<file path="config.mk">
export PLATFORM = sky130hd
export DESIGN_NAME = systolic_drain
export DESIGN_NICKNAME = d
export VERILOG_FILES = /design/src/rtl/systolic_pkg.sv /design/src/rtl/systolic_drain_requant_sat.sv /design/src/rtl/systolic_drain.sv
export SDC_FILE = /design/constraint.sdc
export NUM_CORES = 1
export LEC_CHECK = 0
export CORE_AREA = 2 2 116 118
export CTS_BUF_LIST = sky130_fd_sc_hd__clkbuf_4 sky130_fd_sc_hd__clkbuf_8
export DETAILED_ROUTE_END_ITERATION = 7
export DIE_AREA = 0 0 118 120
export PLACE_DENSITY_LB_ADDON = 0.05
export RECOVER_POWER = 25
export SLEW_MARGIN = 20
export SYNTH_ARGS = -nofsm -noshare
export SYNTH_HDL_FRONTEND = slang
export SYNTH_SLANG_ARGS = --single-unit
</file>
<file path="constraint.sdc">
create_clock -name clock -period 8.7 [get_ports clock]
set_clock_uncertainty 0.15 [all_clocks]
set_input_delay 0.87 -clock clock [delete_from_list [all_inputs] [get_ports clock]]
set_output_delay 0.87 -clock clock [all_outputs]
set_load 0.005 [all_outputs]
</file>
<file path="src/rtl/systolic_pkg.sv">
// Shared types and helpers for the systolic array readout path.
// Holds accumulator/output width defaults and the requant rounding constant.
package systolic_pkg;

  localparam int ACC_W_DEF = 20;
  localparam int OUT_W_DEF = 8;

  typedef enum logic {
    IDLE,
    STREAM
  } drain_state_t;

  // Half-LSB of the shifted result; zero when no shift is applied.
  function automatic int round_const(input int sh);
    if (sh == 0) return 0;
    return 1 << (sh - 1);
  endfunction

endpackage

</file>
<file path="src/rtl/systolic_drain_requant_sat.sv">
// Combinational requantizer: round-half-up right shift, then clip to int OUT_W.
// Result is computed one bit wider than the accumulator so rounding never wraps.
module requant_sat
  import systolic_pkg::*;
#(
  parameter int ACC_W   = ACC_W_DEF,
  parameter int OUT_W   = OUT_W_DEF,
  parameter int SHIFT_W = 4
) (
  input  logic signed [ACC_W-1:0] acc,
  input  logic [SHIFT_W-1:0]      shift,
  output logic signed [OUT_W-1:0] data,
  output logic                    sat
);

  logic signed [ACC_W:0]     ext;
  logic signed [ACC_W:0]     sum;
  logic signed [ACC_W:0]     r;
  logic [ACC_W-OUT_W+1:0]    hi;
  logic                      pos_ovf;
  logic                      neg_ovf;

  always_comb begin
    ext = {acc[ACC_W-1], acc};
    sum = ext + $signed((ACC_W+1)'(round_const(int'(shift))));
    r   = sum >>> shift;
    // Bits above the output sign must all equal it, else the value clipped.
    hi      = r[ACC_W:OUT_W-1];
    pos_ovf = !r[ACC_W] && (|hi);
    neg_ovf = r[ACC_W] && !(&hi);
    sat     = pos_ovf || neg_ovf;
    unique case (1'b1)
      pos_ovf: data = {1'b0, {(OUT_W-1){1'b1}}};
      neg_ovf: data = {1'b1, {(OUT_W-1){1'b0}}};
      default: data = r[OUT_W-1:0];
    endcase
  end

endmodule

</file>
<file path="src/rtl/systolic_drain.sv">
// Snapshots a row of MAC accumulators and streams them out as int8 over valid/ready.
// clear_acc lets the array start the next tile while this one drains.
module systolic_drain
  import systolic_pkg::*;
#(
  parameter int NUM_ACC = 4,
  parameter int ACC_W   = ACC_W_DEF,
  parameter int OUT_W   = OUT_W_DEF,
  parameter int SHIFT_W = 4
) (
  input  logic                       clock,
  input  logic                       reset_n,
  input  logic [NUM_ACC*ACC_W-1:0]   acc_in,
  input  logic                       drain_start,
  input  logic [SHIFT_W-1:0]         shift_amt,
  output logic                       clear_acc,
  output logic                       busy,
  output logic                       out_valid,
  input  logic                       out_ready,
  output logic [OUT_W-1:0]           out_data,
  output logic [$clog2(NUM_ACC)-1:0] out_index,
  output logic                       out_last,
  output logic                       out_sat,
  output logic [7:0]                 sat_count
);

  localparam int IDX_W = $clog2(NUM_ACC);

  drain_state_t                   state_q, state_d;
  logic [NUM_ACC-1:0][ACC_W-1:0]  buf_q, buf_d;
  logic [SHIFT_W-1:0]             shift_q, shift_d;
  logic [IDX_W-1:0]               idx_q, idx_d;
  logic [7:0]                     sat_cnt_q, sat_cnt_d;
  logic                           clear_q, clear_d;

  logic                           is_last;
  logic                           streaming;
  logic signed [OUT_W-1:0]        rq_data;
  logic                           rq_sat;

  requant_sat #(
    .ACC_W  (ACC_W),
    .OUT_W  (OUT_W),
    .SHIFT_W(SHIFT_W)
  ) u_requant (
    .acc  (buf_q[idx_q]),
    .shift(shift_q),
    .data (rq_data),
    .sat  (rq_sat)
  );

  always_ff @(posedge clock or negedge reset_n) begin
    if (!reset_n) begin
      state_q   <= IDLE;
      buf_q     <= '0;
      shift_q   <= '0;
      idx_q     <= '0;
      sat_cnt_q <= '0;
      clear_q   <= 1'b0;
    end else begin
      state_q   <= state_d;
      buf_q     <= buf_d;
      shift_q   <= shift_d;
      idx_q     <= idx_d;
      sat_cnt_q <= sat_cnt_d;
      clear_q   <= clear_d;
    end
  end

  assign streaming = (state_q == STREAM);
  assign is_last   = (idx_q == IDX_W'(NUM_ACC - 1));

  always_comb begin
    state_d   = state_q;
    buf_d     = buf_q;
    shift_d   = shift_q;
    idx_d     = idx_q;
    sat_cnt_d = sat_cnt_q;
    clear_d   = 1'b0;
    unique case (1'b1)
      !streaming: begin
        if (drain_start) begin
          state_d   = STREAM;
          buf_d     = acc_in;
          shift_d   = shift_amt;
          idx_d     = '0;
          sat_cnt_d = '0;
          clear_d   = 1'b1;
        end
      end
      streaming: begin
        if (out_ready) begin
          idx_d = is_last ? '0 : idx_q + 1'b1;
          if (rq_sat && (sat_cnt_q != 8'hFF))
            sat_cnt_d = sat_cnt_q + 8'd1;
          if (is_last)
            state_d = IDLE;
        end
      end
    endcase
  end

  // Data lines are gated so the idle bus reads as zero.
  assign out_valid = streaming;
  assign busy      = streaming;
  assign clear_acc = clear_q;
  assign out_data  = streaming ? rq_data : '0;
  assign out_index = idx_q;
  assign out_last  = streaming && is_last;
  assign out_sat   = streaming && rq_sat;
  assign sat_count = sat_cnt_q;

endmodule

</file>
==> flow_summary.toml <==
[drt]
ant_nets = 0
viasPerCell = 6.262
drc_errors = 0
wire_per_inst_um = 18.94
routed_wl_um = 21760
vias = 7195
first_pass_iters = 5
first_iter_violations = 712

[pwr]
comb_power_share_pct = 72.6
powerDensity_nw_per_um2 = 473.8
ir_worst_vdd_v = 0.0002490
p_switching_mw = 2.089
power.total_mw = 4.084
sw_frac_of_total_pct = 51.16
internal_power_mw = 1.995
seqPwrFrac_pct = 19.5
power_frac_clock_pct = 7.9
p_leak_nw = 3.932

[worst_setup_path]
crit_required_ns = 7.68
cp.arrival_ns = 6.69
cp.buffers_inverters = 3
slowest_delay_ns = 0.63
critPathMaxFanout = 23
slowest_stage = "or4b_2"
rrSetupSlack_ns = 2.49
crit_chain = "buf_4 > inv_1 > nand2_1 > or4_1 > a21o_1 > nor3_1 > ha_1 > a21oi_1 > o21ai_0 > a211oi_2 > xnor2_1 > o221ai_1 > or4_1 > o31ai_1 > or4b_2 > nand2_1 > a21o_1 > nand2_1 > a21oi_1 > clkdlybuf4s50_1"
path_delay_family = "simple AND/OR/NAND/NOR gates"
startpoint_type = "flip-flop"
cp-end-kind = "primary output"
criticalPathCategory = "reg -> out"
cp_common_cell = "nand2_1"

[yosys]
synthFlopType = "dfrtp_1"
seq_area_frac_synth_pct = 33.35
synth-edff-count = 0
yosysTopAreaCell = "dfrtp_1"
yosys_warnings = 0
async_reset_ff_share_pct = 100.0
synthDistinctLibCells = 78
postSynthCellCount = 887
synth_top_area_share_pct = 33.35
ys_seq_elements = 96
synth_area_per_cell_um2 = 8.121
synthTopCellsByArea = "dfrtp_1 33%, nand2_1 15%, mux4_2 7.2%, ha_1 4.2%, a21oi_1 2.8%"
synthesis.area_um2 = 7203

[timing]
finalSetupViolCount = 0
hold_slack_ns = 0.1656
fmax_mhz = 129.7
worst_pin_slew_ns = 4.740
finalSetupTns_ns = 0
rsz0062_at_grt = "no"
fin_crit_ns = 7.712
finalHoldViolCount = 0
slew-limit-headroom_pct = -216.0
post-route-period-util_pct = 88.64
report.final.slew_viol_count = 92

[cts]
cts_tree = "yes"
cts_hold_buf = 0
cts_max_level = 3
cts_buffers = 9
clockRootBuffer = "clkbuf_8"
ctsResizeCount = 0
cts_setup_buffers = 0
cts_max_path_buffers = 2
clkTransAtPathRegs_ns = 0.11
clock-sinks = 96
clk_latency_ns = 0.38

[global_routing]
overflow = 0
grt_util_all_layers_pct = 31.58
grt_start_max_net_pins = 92
grt_pass1_wl_um = 35740
antenna_found_initial = 1
grt_pass1_vias = 7014

[place]
dp_hpwl_um = 16620
gp_congestion = 0.9497
place_area_um2 = 8407
io_buffers = 110

[cells_and_area]
syn2layout_area_growth_pct = 19.68
nets = 1081
final_area_um2 = 8621
antenna_cells = 0
fill_cells = 1041
drive_gt1_share_pct = 8.428

[die]
rows = 42
core-area_um2 = 12980
die-area_um2 = 14160
ios = 111
fp.dieW_um = 118
die_h_um = 120
initial_core_util_pct = 55.49

[worst_hold_path]
hp-class = "in -> async"

[outcome]
status = "complete, but fails checks"
violations = "capacitance limit, slew limit"

[flow_run]
max_cap_violations = 1
[registers in the layout (all words and copies together) (netlist names)]
signal,cells
buf_q,80
busy,1
sat_count,8
out_index,2
clear_acc,1
shift_q,4
[area by class of cell]
cell class                 count  area (um^2)  area share [%]
inverter                      16        60.06          0.6967
clock inverter                 7        97.59           1.132
tap                          176        220.2           2.554
timing repair buffer         126         1211           14.05
multi-input combinational    719         4506           52.26
sequential                    96         2402           27.87
clock buffer                   9        123.9           1.437
[cells in the mapped netlist (all sizes together), types with 16 or more instances]
library cell,count
a21oi,43
nand3,16
nor2,45
mux4,23
ha,24
nor3,31
o21ai,29
buf,22
inv,16
nand2,292
dfrtp,96
clkbuf,37
[final timing paths]
check / start / end / cells past startpoint
max in group asynchronous: reset_n / busy / 2
hold / removal: reset_n / buf_q[77] / 1
hold reg to reg: buf_q[15] / buf_q[15] / 2
setup reg to reg: shift_q[1] / sat_count[5] / 19
setup / recovery: shift_q[1] / out_data[5] / 20
min in group clock: buf_q[15] / buf_q[15] / 2
[cell families (layout without fill, tap and decap cells)]
kind of cell    after synthesis  in the layout  synth area share [%]
xor+xnor                     12             12                 1.459
fa+ha+maj                    25             25                 4.447
compound gates              195            195                 19.77
mux                          42             42                 9.970
other cells                   1              4               0.05206
flops                        96             96                 33.35
buf+inv                      75            158                 4.290
simple gates                441            441                 26.66
[cell usage in the layout (no fill, tap or decap), types with 12 or more instances in the layout]
master / n
o21ai_0: 25
a21oi_1: 41
ha_1: 24
mux2i_1: 14
nor3_1: 30
dfrtp_1: 96
mux4_2: 23
clkdlybuf4s50_1: 109
and2_1: 12
nand2_1: 291
inv_1: 15
nand3_1: 16
buf_4: 15
nor2_1: 45
[power groups by stage]
stage	logic (mW)	registers [mW]	clock network [mW]
2_1_floorplan	2.07	0.728	0
3_3_place_gp	2.87	0.782	0
3_5_place_dp	2.89	0.803	0
4_1_cts	2.91	0.794	0.329
5_1_grt	3.21	0.818	0.343
6_report	2.97	0.795	0.324
[per-stage QoR]
step,utilization (%),std cells,setup slack (ns)
after global routing,66.42,1149,0.6297
after CTS,66.47,1149,1.112
after global placement,64.77,1133,1.599
after detailed placement,64.77,1133,1.548
final,66.42,1149,0.9880
after floorplan,-,890,2.245
[per-layer routing]
| metal | wire length [um] | track usage, % |
|---|---|---|
| met1 | 9103 | 42.49 |
| met2 | 10720 | 53.02 |
| met3 | 1356 | 4.278 |
| met4 | 582 | 10.39 |
| met5 | 0 | 0 |
(Power assumes the default switching activity.)
